**src/rtl/exec_sequencer.sv**
```systemverilog
// rtl/exec_sequencer.sv - execute-stage sequencer: R-type decode, ALU issue, HI/LO and iterative mul/div
module exec_sequencer #(
    parameter int WIDTH       = 32,
    parameter int ALU_LATENCY = 1
) (
    input  logic             clock,
    input  logic             reset_n,
    input  logic             in_valid,
    output logic             in_ready,
    input  logic [31:0]      in_insn,
    input  logic [WIDTH-1:0] in_rs,
    input  logic [WIDTH-1:0] in_rt,
    output logic [5:0]       alu_op,
    output logic [31:0]      alu_insn,
    output logic [WIDTH-1:0] alu_rs,
    output logic [WIDTH-1:0] alu_rt,
    input  logic [WIDTH-1:0] alu_result,
    output logic             out_valid,
    input  logic             out_ready,
    output logic [WIDTH-1:0] out_data,
    output logic             out_illegal,
    output logic [WIDTH-1:0] hi,
    output logic [WIDTH-1:0] lo,
    output logic             busy
);

    typedef enum logic [2:0] {S_IDLE, S_ISSUE, S_WAIT, S_MULDIV, S_RESP} state_t;
    typedef enum logic [2:0] {C_ALU, C_MUL, C_DIV, C_MFHI, C_MFLO, C_MTHI, C_MTLO, C_ILL} cls_t;

    localparam logic [4:0] LAT    = 5'(ALU_LATENCY);
    localparam logic [4:0] LAT_M1 = 5'(ALU_LATENCY - 1);

    state_t      state_q, state_d;
    logic        in_ready_q, in_ready_d;
    logic        busy_q, busy_d;
    logic        out_valid_q, out_valid_d;
    logic        out_illegal_q, out_illegal_d;
    logic [31:0] out_data_q, out_data_d;
    logic [5:0]  alu_op_q, alu_op_d;
    logic [31:0] alu_insn_q, alu_insn_d;
    logic [31:0] alu_rs_q, alu_rs_d;
    logic [31:0] alu_rt_q, alu_rt_d;
    logic [31:0] hi_q, hi_d;
    logic [31:0] lo_q, lo_d;
    logic [4:0]  cnt_q, cnt_d;
    logic [31:0] md_hi_q, md_hi_d;
    logic [31:0] md_lo_q, md_lo_d;
    logic [31:0] md_opnd_q, md_opnd_d;
    logic        md_div_q, md_div_d;
    logic        md_negq_q, md_negq_d;
    logic        md_negr_q, md_negr_d;
    logic        md_zero_q, md_zero_d;

    cls_t        dec_cls;
    logic [5:0]  dec_op;
    logic        dec_signed;
    logic [31:0] abs_rs, abs_rt;
    logic [32:0] mul_sum, div_shift, div_diff;
    logic        div_ge;
    logic [31:0] step_hi, step_lo;
    logic [63:0] prod;

    always_comb begin
        dec_cls    = C_ILL;
        dec_op     = 6'd0;
        dec_signed = 1'b0;
        if (in_insn[31:26] == 6'b000000) begin
            case (in_insn[5:0])
                6'h20: begin dec_cls = C_ALU; dec_op = 6'd1;  end
                6'h21: begin dec_cls = C_ALU; dec_op = 6'd2;  end
                6'h22: begin dec_cls = C_ALU; dec_op = 6'd3;  end
                6'h23: begin dec_cls = C_ALU; dec_op = 6'd4;  end
                6'h24: begin dec_cls = C_ALU; dec_op = 6'd5;  end
                6'h25: begin dec_cls = C_ALU; dec_op = 6'd6;  end
                6'h26: begin dec_cls = C_ALU; dec_op = 6'd7;  end
                6'h27: begin dec_cls = C_ALU; dec_op = 6'd8;  end
                6'h2A: begin dec_cls = C_ALU; dec_op = 6'd9;  end
                6'h2B: begin dec_cls = C_ALU; dec_op = 6'd10; end
                6'h00: begin dec_cls = C_ALU; dec_op = 6'd11; end
                6'h02: begin dec_cls = C_ALU; dec_op = 6'd12; end
                6'h03: begin dec_cls = C_ALU; dec_op = 6'd13; end
                6'h18: begin dec_cls = C_MUL; dec_signed = 1'b1; end
                6'h19: dec_cls = C_MUL;
                6'h1A: begin dec_cls = C_DIV; dec_signed = 1'b1; end
                6'h1B: dec_cls = C_DIV;
                6'h10: dec_cls = C_MFHI;
                6'h11: dec_cls = C_MTHI;
                6'h12: dec_cls = C_MFLO;
                6'h13: dec_cls = C_MTLO;
                default: dec_cls = C_ILL;
            endcase
        end
    end

    // Signed mul/div work on magnitudes; signs are fixed up on the final iteration.
    assign abs_rs = (dec_signed && in_rs[31]) ? -in_rs : in_rs;
    assign abs_rt = (dec_signed && in_rt[31]) ? -in_rt : in_rt;

    // Multiply: {md_hi, md_lo} is the partial product with the multiplier shifting out of md_lo.
    assign mul_sum = {1'b0, md_hi_q} + (md_lo_q[0] ? {1'b0, md_opnd_q} : 33'd0);
    // Divide: md_hi is the partial remainder, md_lo shifts dividend bits out and quotient bits in.
    assign div_shift = {md_hi_q, md_lo_q[31]};
    assign div_ge    = div_shift >= {1'b0, md_opnd_q};
    assign div_diff  = div_shift - {1'b0, md_opnd_q};

    always_comb begin
        if (md_div_q) begin
            step_hi = div_ge ? div_diff[31:0] : div_shift[31:0];
            step_lo = {md_lo_q[30:0], div_ge};
        end else begin
            step_hi = mul_sum[32:1];
            step_lo = {mul_sum[0], md_lo_q[31:1]};
        end
    end

    assign prod = {step_hi, step_lo};

    always_comb begin
        state_d       = state_q;
        out_valid_d   = out_valid_q;
        out_illegal_d = out_illegal_q;
        out_data_d    = out_data_q;
        alu_op_d      = alu_op_q;
        alu_insn_d    = alu_insn_q;
        alu_rs_d      = alu_rs_q;
        alu_rt_d      = alu_rt_q;
        hi_d          = hi_q;
        lo_d          = lo_q;
        cnt_d         = cnt_q;
        md_hi_d       = md_hi_q;
        md_lo_d       = md_lo_q;
        md_opnd_d     = md_opnd_q;
        md_div_d      = md_div_q;
        md_negq_d     = md_negq_q;
        md_negr_d     = md_negr_q;
        md_zero_d     = md_zero_q;

        case (state_q)
            S_IDLE: begin
                if (in_valid && in_ready_q) begin
                    case (dec_cls)
                        C_ALU: begin
                            state_d    = S_ISSUE;
                            alu_op_d   = dec_op;
                            alu_insn_d = in_insn;
                            alu_rs_d   = in_rs;
                            alu_rt_d   = in_rt;
                        end
                        C_MUL, C_DIV: begin
                            state_d   = S_MULDIV;
                            cnt_d     = 5'd0;
                            md_div_d  = (dec_cls == C_DIV);
                            md_negq_d = dec_signed && (in_rs[31] ^ in_rt[31]);
                            md_negr_d = dec_signed && in_rs[31];
                            md_hi_d   = 32'd0;
                            md_zero_d = 1'b0;
                            if (dec_cls == C_MUL) begin
                                md_lo_d   = abs_rt;
                                md_opnd_d = abs_rs;
                            end else begin
                                md_lo_d   = abs_rs;
                                md_opnd_d = abs_rt;
                                if (in_rt == 32'd0) begin
                                    md_zero_d = 1'b1;
                                    md_hi_d   = in_rs;
                                    md_lo_d   = 32'hFFFF_FFFF;
                                end
                            end
                        end
                        C_MFHI: begin
                            state_d       = S_RESP;
                            out_valid_d   = 1'b1;
                            out_illegal_d = 1'b0;
                            out_data_d    = hi_q;
                        end
                        C_MFLO: begin
                            state_d       = S_RESP;
                            out_valid_d   = 1'b1;
                            out_illegal_d = 1'b0;
                            out_data_d    = lo_q;
                        end
                        C_MTHI: hi_d = in_rs;
                        C_MTLO: lo_d = in_rs;
                        default: begin
                            state_d       = S_RESP;
                            out_valid_d   = 1'b1;
                            out_illegal_d = 1'b1;
                            out_data_d    = 32'd0;
                        end
                    endcase
                end
            end
            S_ISSUE: begin
                state_d = S_WAIT;
                cnt_d   = 5'd0;
            end
            S_WAIT: begin
                // alu_op drops one cycle before capture so it is held exactly ALU_LATENCY+1 cycles.
                if (cnt_q == LAT) begin
                    state_d       = S_RESP;
                    out_valid_d   = 1'b1;
                    out_illegal_d = 1'b0;
                    out_data_d    = alu_result;
                    cnt_d         = 5'd0;
                end else begin
                    cnt_d = cnt_q + 5'd1;
                    if (cnt_q == LAT_M1) begin
                        alu_op_d = 6'd0;
                    end
                end
            end
            S_MULDIV: begin
                if (md_zero_q) begin
                    hi_d    = md_hi_q;
                    lo_d    = md_lo_q;
                    state_d = S_IDLE;
                end else if (cnt_q == 5'd31) begin
                    if (md_div_q) begin
                        lo_d = md_negq_q ? -step_lo : step_lo;
                        hi_d = md_negr_q ? -step_hi : step_hi;
                    end else begin
                        {hi_d, lo_d} = md_negq_q ? -prod : prod;
                    end
                    state_d = S_IDLE;
                    cnt_d   = 5'd0;
                end else begin
                    md_hi_d = step_hi;
                    md_lo_d = step_lo;
                    cnt_d   = cnt_q + 5'd1;
                end
            end
            S_RESP: begin
                if (out_ready) begin
                    state_d       = S_IDLE;
                    out_valid_d   = 1'b0;
                    out_illegal_d = 1'b0;
                end
            end
            default: state_d = S_IDLE;
        endcase

        in_ready_d = (state_d == S_IDLE);
        busy_d     = (state_d != S_IDLE);
    end

    always_ff @(posedge clock or negedge reset_n) begin
        if (!reset_n) begin
            state_q       <= S_IDLE;
            in_ready_q    <= 1'b1;
            busy_q        <= 1'b0;
            out_valid_q   <= 1'b0;
            out_illegal_q <= 1'b0;
            out_data_q    <= 32'd0;
            alu_op_q      <= 6'd0;
            alu_insn_q    <= 32'd0;
            alu_rs_q      <= 32'd0;
            alu_rt_q      <= 32'd0;
            hi_q          <= 32'd0;
            lo_q          <= 32'd0;
            cnt_q         <= 5'd0;
            md_hi_q       <= 32'd0;
            md_lo_q       <= 32'd0;
            md_opnd_q     <= 32'd0;
            md_div_q      <= 1'b0;
            md_negq_q     <= 1'b0;
            md_negr_q     <= 1'b0;
            md_zero_q     <= 1'b0;
        end else begin
            state_q       <= state_d;
            in_ready_q    <= in_ready_d;
            busy_q        <= busy_d;
            out_valid_q   <= out_valid_d;
            out_illegal_q <= out_illegal_d;
            out_data_q    <= out_data_d;
            alu_op_q      <= alu_op_d;
            alu_insn_q    <= alu_insn_d;
            alu_rs_q      <= alu_rs_d;
            alu_rt_q      <= alu_rt_d;
            hi_q          <= hi_d;
            lo_q          <= lo_d;
            cnt_q         <= cnt_d;
            md_hi_q       <= md_hi_d;
            md_lo_q       <= md_lo_d;
            md_opnd_q     <= md_opnd_d;
            md_div_q      <= md_div_d;
            md_negq_q     <= md_negq_d;
            md_negr_q     <= md_negr_d;
            md_zero_q     <= md_zero_d;
        end
    end

    assign in_ready    = in_ready_q;
    assign busy        = busy_q;
    assign out_valid   = out_valid_q;
    assign out_illegal = out_illegal_q;
    assign out_data    = out_data_q;
    assign alu_op      = alu_op_q;
    assign alu_insn    = alu_insn_q;
    assign alu_rs      = alu_rs_q;
    assign alu_rt      = alu_rt_q;
    assign hi          = hi_q;
    assign lo          = lo_q;

endmodule

```
**config.mk**
```make
export PLATFORM = sky130hd
export DESIGN_NAME = exec_sequencer
export DESIGN_NICKNAME = d
export VERILOG_FILES = /design/src/rtl/exec_sequencer.sv
export SDC_FILE = /design/constraint.sdc
export NUM_CORES = 1
export LEC_CHECK = 0
export ABC_AREA = 0
export CORE_UTILIZATION = 49
export CTS_CLUSTER_SIZE = 10
export DETAILED_ROUTE_END_ITERATION = 10
export PLACE_DENSITY = 0.77
export REMOVE_ABC_BUFFERS = 1
export SYNTH_ARGS = -nofsm -noshare
export SYNTH_HDL_FRONTEND = slang
export SYNTH_SLANG_ARGS = --single-unit
```
**constraint.sdc**
```tcl
create_clock -name clock -period 6.45 [get_ports clock]
set_clock_uncertainty 0.2 [all_clocks]
set_input_delay 1.29 -clock clock [delete_from_list [all_inputs] [get_ports clock]]
set_output_delay 1.29 -clock clock [all_outputs]
set_load 0.1 [all_outputs]
```
## Word level (Yosys, flattened, before mapping)

Cells that the tools add are included.

| word-level totals | value |
|---|---|
| register bits after elaboration | 310 |
| bits in latches | 0 |
| memory bits (writable) | 0 |
| ROM bits | 0 |
| input port bits | 132 |
| output and inout bits | 202 |
| logic and storage cells | 183 |
| memories kept | 0 |

| operators by class | value |
|---|---|
| add/subtract/negate cells | 8 |
| multiply operators | 0 |
| divide/modulo/power cells | 0 |
| magnitude comparators | 1 |
| equal/unequal tests | 45 |
| shift operators | 0 |
| mux-type cells | 75 |
| bitwise logic cells | 1 |
| reductions and logical operators | 33 |

Operators by type and width:

| kind | count |
|---|---|
| two-way mux 32 bit | 33 |
| one-hot mux 32 bit (2 select lines) | 5 |
| negation 32 bit | 4 |
| one-hot mux 32 bit (3 select lines) | 1 |
| two-way mux 64 bit | 1 |
| negation 64 bit | 1 |
| == test 6 bit, second input constant | 10 |
| one-hot mux 4 bit (13 select lines) | 1 |
| == test 6 x 5 -> 1 bit, second input constant | 8 |
| adder 32 x 32 -> 33 bit | 1 |
| >= comparator 33 x 32 -> 1 bit | 1 |
| zero test 32 bit | 1 |
| subtractor 32 bit | 1 |
| two-way mux 5 bit | 5 |
| two-way mux 6 bit | 4 |
| one-hot mux 3 bit (7 select lines) | 1 |
| one-hot mux 5 bit (4 select lines) | 1 |
| two-way mux 3 bit | 6 |
| != test 2 bit, second input constant | 8 |
| AND reduction 4 bit | 4 |
| one-hot mux 3 bit (5 select lines) | 1 |
| AND reduction 5 bit | 3 |
| OR reduction 13 bit | 1 |
| == test 3 x 2 -> 1 bit, second input constant | 4 |
| 25 further kinds | 57 |

## Logic depth before layout (Yosys ltp)

| logic depth | value |
|---|---|
| depth in word-level cells | 11 |
| depth in mapped cells | 24 |
| mapped depth without buffers | 20 |

## Worst setup path before layout

Ideal clock, no wire load.

| timing | value |
|---|---|
| kind | register to register |
| from | reg md_div_q |
| to | reg hi_q[6] (netlist: hi[6]) |
| setup time | 0.095 ns |
| arrival | 4.985 ns |
| path slack | 1.170 ns |
| cell stages (with the launch flop) | 22 |
| path buffers | 8 |
| clock period less this slack | 5.280 ns |
| cell sequence | dfrtp_1 > clkbuf_1 > buf_2 > buf_1 > clkbuf_1 > buf_2 > buf_1 > buf_2 > clkbuf_1 > nand2_1 > o21ai_0 > ha_1 > o211ai_1 > nor4_1 > o211ai_1 > or2_2 > o21ai_0 > o21ai_0 > xor2_1 > nor2_1 > a211oi_1 > o31ai_1 |

| between the ends | value |
|---|---|
| longest elaborated chain between the ends | 7 |

RTL lines:

| what | line | source |
|---|---|---|
| from (decl) | 49 | `logic md_div_q, md_div_d;` |
| from (signal assigned) | 285 | `md_div_q <= md_div_d;` |
| two-way mux 32 bit | 107 | `if (md_div_q) begin` |
| negation 64 bit or negation 32 bit (tied branches) | 222, 220 |  |
| two-way mux 64 bit or two-way mux 32 bit (tied branches) | 222, 220 |  |
| two-way mux 32 bit (*) | 218 | `if (md_div_q) begin` |
| two-way mux 32 bit (*) | 217 | `end else if (cnt_q == 5'd31) begin` |
| two-way mux 32 bit (*) | 213 | `if (md_zero_q) begin` |
| one-hot mux 32 bit (2 select lines) (*) | 138 | `case (state_q)` |
| to (signal assigned) | 279 | `hi_q <= hi_d;` |
| to (decl) | 43 | `logic [31:0] hi_q, hi_d;` |

Mark *: on every way between the ends. The rest lies on a longest branch, timed or not. The select of a mux whose other input is x is not followed.
A chain may end at the register's enable or synchronous reset.

## Final worst setup path

| timing | value |
|---|---|
| from | reg md_hi_q[25] |
| to | reg hi_q[31] (netlist: hi[31]) |

| between the ends | value |
|---|---|
| longest elaborated chain between the ends | 9 |

RTL lines:

| what | line | source |
|---|---|---|
| from (decl) | 46 | `logic [31:0] md_hi_q, md_hi_d;` |
| from (signal assigned) | 282 | `md_hi_q <= md_hi_d;` |
| subtractor 32 bit or >= comparator 33 x 32 -> 1 bit (tied branches) | 104, 103 |  |
| two-way mux 32 bit | 108 | `step_hi = div_ge ? div_diff[31:0] : div_shift[31:0];` |
| two-way mux 32 bit | 107 |  |
| negation 64 bit or negation 32 bit (tied branches) | 222, 220 |  |
| two-way mux 64 bit or two-way mux 32 bit (tied branches) | 222, 220 |  |
| two-way mux 32 bit (*) | 218 |  |
| two-way mux 32 bit (*) | 217 |  |
| two-way mux 32 bit (*) | 213 |  |
| one-hot mux 32 bit (2 select lines) (*) | 138 |  |

Marks and branches as above.

==> results.toml <==
[route]
first_iter_violations = 2849
ant_nets = 0
drt-total-wl_um = 88950
firstDrtPassIters = 7
via_per_inst = 6.505
wl_per_cell_um = 24.08
vias = 24030
post-route-drc-count = 0

[worst_setup_path]
slowest_delay_ns = 0.76
critPathBufInv = 1
worst-path-max-fanout = 7
cp.arrival_ns = 5.94
crit_type = "flip-flop to flip-flop"
required_ns = 6.65
crit_chain = "ha_1, a21oi_1, nor3_1, nor3_1, nand3_1, buf_4, nor4_1, o21ai_1, or4_1, o31ai_1, nand2_1, o31ai_2, xor2_1, o21ai_1"
endpoint_kind = "flip-flop"
cpLargestDelayFamily = "simple AND/OR/NAND/NOR gates"
crit_slowest_cell = "nor4_1"
cp-start-kind = "flip-flop"

[clock_tree]
postCtsSetupRepairBufs = 0
cts_buffers = 38
cts_hold_buffers = 0
clock-sinks = 308
cts_tree = "done"
clk-insertion-delay-late_ns = 0.57
clkTransAtPathRegs_ns = 0.06
htree_levels = 2
cts_resized = 0
max-clock-path-buffers = 3
cts_root_buf = "clkbuf_16"

[final_layout]
nFillCells = 3974
final_area_mm2 = 0.02784
final_util = 0.6081
nets = 3283
multi_input_area_mm2 = 0.01420
syn_to_final_growth_pct = 21.53
regArea_mm2 = 0.007714
drive_above_1_share = 0.08697

[sta]
fmax_mhz = 174.4
period_share = 0.8890
period_minus_slack_ns = 5.734
setup_viol = 0
max_slew.worst_pin.slew_ns = 1.201
relSlewSlack = 0.1925
maxSlewViolCount = 0
rsz0062_at_grt = "no"
finalHoldViolCount = 0
timing.final.ws_setup_ns = 0.7160

[pwr]
powerDensity_mw_per_mm2 = 407.5
power.total_mw = 11.34
power.leakage_nw = 11.33
ir_worst_vdd_mv = 0.3120

[synth]
netlist_area_mm2 = 0.02290
synth_area_leaders = "dfrtp_1, nand2_1, a21oi_1"
synth_mux_area_frac = 0.08003
synth_xor_area_frac = 0.06539
synth-adder-area-share = 0.04108
yosysWarnings = 0
netlist.area_leader.share = 0.3354
synth_flop_cell = "dfrtp_1"
ys_seq_elements = 308
synth-edff-count = 0
syn_avg_cell_area_um2 = 8.039
netlist_instances = 2849
synth_cell_type_count = 91
yosysSeqAreaShare = 0.3366
yosys.area_share.simple = 0.1988
synth_top_family_by_area = "compound AO/OA/AOI/OAI gates"
async_flop_share = 1.000
yosys.area.top_type = "dfrtp_1"
synth_compound_area_frac = 0.2304

[global_routing]
antenna_found_initial = 1
grt_overflow_total = 0
grt_max_degree = 100
grt_pass1_vias = 23200
grt_usage = 0.3694
grt_pass1_wl_um = 136000

[placed_design]
place_ws_ns = 0.9665
hpwlAfterDp_um = 65350
post_dp_cell_area_mm2 = 0.02676
gp_congestion = 1.051
io_buffers = 331

[floorplanning]
die_w_um = 218.2
rows = 78
die_h_um = 218.2
core_mm2 = 0.04577
die_area_mm2 = 0.04761
ioPinCount = 334
initial_core_util = 0.5004

[status]
status = "finished, final reports clean"

[hold_path]
hp-class = "flip-flop to flip-flop"

[run]
maxCapViolCount = 0
routing by layer:
metal,global-route usage,share of wire,vias to the layer above,wire length [µm]
met5,0,0.00015,-,13
met4,0.2410,0.074,2,6570
met2,0.5738,0.44,1593,39420
met3,0.07599,0.10,340,9105
met1,0.4656,0.38,11460,33840
li1,-,-,10640,-
power breakdown:
part / internal (mW) / switching [mW] / leakage (nW) / total [mW]
combinational: 2.11 / 4.45 / 6.91 / 6.56
clock: 1.13 / 0.856 / 0.528 / 1.99
sequential: 2.28 / 0.521 / 3.89 / 2.80
worst reg2reg max path, stage by stage, from the launching register on:
cell,delay [ns]
dfrtp_1,0.49
ha_1,0.44
a21oi_1,0.21
nor3_1,0.06
nor3_1,0.31
nand3_1,0.24
buf_4,0.23
nor4_1,0.76
o21ai_1,0.47
or4_1,0.69
o31ai_1,0.65
nand2_1,0.22
o31ai_2,0.35
xor2_1,0.17
o21ai_1,0.07
Yosys cell counts, types with 7 or more instances:
cell and count:
nand2_1 359, nor2_1 318, dfrtp_1 307, a21oi_1 244
o21ai_0 240, clkbuf_1 176, mux2_2 105, xnor2_1 102
ha_1 72, inv_1 72, xor2_1 69, mux2i_1 65
nor3_1 65, and2_1 52, a31oi_1 48, nand3_1 47
o211ai_1 43, a22oi_1 35, nand4_1 28, a221oi_1 27
o31ai_1 26, nor4_1 23, a21o_1 22, nand2b_1 22
o21ai_1 22, and3_1 18, a211oi_1 17, buf_1 15
or3_1 15, nor2b_1 13, o41ai_1 11, o22ai_1 9
o21bai_1 8, o311ai_0 8, or4_1 8, a222oi_1 7
buf_2 7, o21a_1 7, or2_2 7
area by class of cell:
class	instances	area share
Clock inverter	3	0.0006742
Inverter	72	0.009709
Timing Repair Buffer	393	0.1373
Sequential cell	308	0.2771
Tap cell	600	0.02697
Antenna cell	1	0.00008990
Multi-Input combinational cell	2264	0.5101
Clock buffer	53	0.03803
cells in the final DEF, fill, tap and decap left out, types with 8 or more instances in the layout:
cell | Yosys | layout
nand2_1 | 359 | 359
clkdlybuf4s50_1 | 0 | 330
nor2_1 | 318 | 315
dfrtp_1 | 307 | 305
a21oi_1 | 244 | 243
o21ai_0 | 240 | 240
mux2_2 | 105 | 105
xnor2_1 | 102 | 102
ha_1 | 72 | 72
inv_1 | 72 | 71
xor2_1 | 69 | 69
mux2i_1 | 65 | 65
nor3_1 | 65 | 63
buf_4 | 4 | 59
and2_1 | 52 | 52
a31oi_1 | 48 | 48
nand3_1 | 47 | 45
o211ai_1 | 43 | 43
clkbuf_16 | 0 | 39
a22oi_1 | 35 | 35
nand4_1 | 28 | 28
a221oi_1 | 27 | 27
o31ai_1 | 26 | 26
nor4_1 | 23 | 22
a21o_1 | 22 | 22
nand2b_1 | 22 | 22
o21ai_1 | 22 | 21
and3_1 | 18 | 18
a211oi_1 | 17 | 17
or3_1 | 15 | 14
nor2b_1 | 13 | 13
o41ai_1 | 11 | 11
clkbuf_1 | 176 | 11
o22ai_1 | 9 | 8
or4_1 | 8 | 8
o311ai_0 | 8 | 8
o21bai_1 | 8 | 8
cell families (layout without fill, tap and decap cells):
| group | Yosys count | in the layout |
|---|---|---|
| xor+xnor | 171 | 171 |
| other cells | 1 | 3 |
| flops | 308 | 308 |
| simple gates | 1002 | 1002 |
| fa+ha+maj | 74 | 74 |
| compound gates | 845 | 845 |
| buf+inv | 278 | 521 |
| mux | 170 | 170 |
path summary, 6_finish.rpt:
| kind | from | depth (start not counted) | to | slack, ns |
|---|---|---|---|---|
| min in group asynchronous | reset_n | 1 | cnt_q[0] | 0.55 |
| min | out_data[29] | 2 | out_data[29] | 0.28 |
| max reg2reg | md_hi_q[25] | 14 | hi[31] | 0.72 |
| max in group asynchronous | reset_n | 2 | md_zero_q | 4.18 |
| max | md_hi_q[25] | 14 | hi[31] | 0.72 |
| min reg2reg | out_data[29] | 2 | out_data[29] | 0.28 |
state kept, by name, indices dropped and copies added, names as in the netlist:
register	cells
alu_insn	32
alu_rs	32
alu_rt	32
hi	32
lo	32
md_hi_q	32
md_lo_q	32
md_opnd_q	32
out_data	32
cnt_q	5
alu_op	4
state_q	3
busy	1
in_ready	1
md_div_q	1
md_negq_q	1
md_negr_q	1
md_zero_q	1
out_illegal	1
out_valid	1
stage by stage:
| stage | cells | TNS [ns] | hold WS [ns] |
|---|---|---|---|
| floorplan | 2644 | -95.19 | 0.2639 |
| CTS | 3693 | 0 | 0.2845 |
| global route | 3693 | 0 | 0.3124 |
| finish | 3694 | 0 | 0.2778 |
| global placement | 3637 | 0 | 0.2623 |
| detailed placement | 3637 | 0 | 0.2702 |
Note: power is estimated with default switching activity, not from simulation.
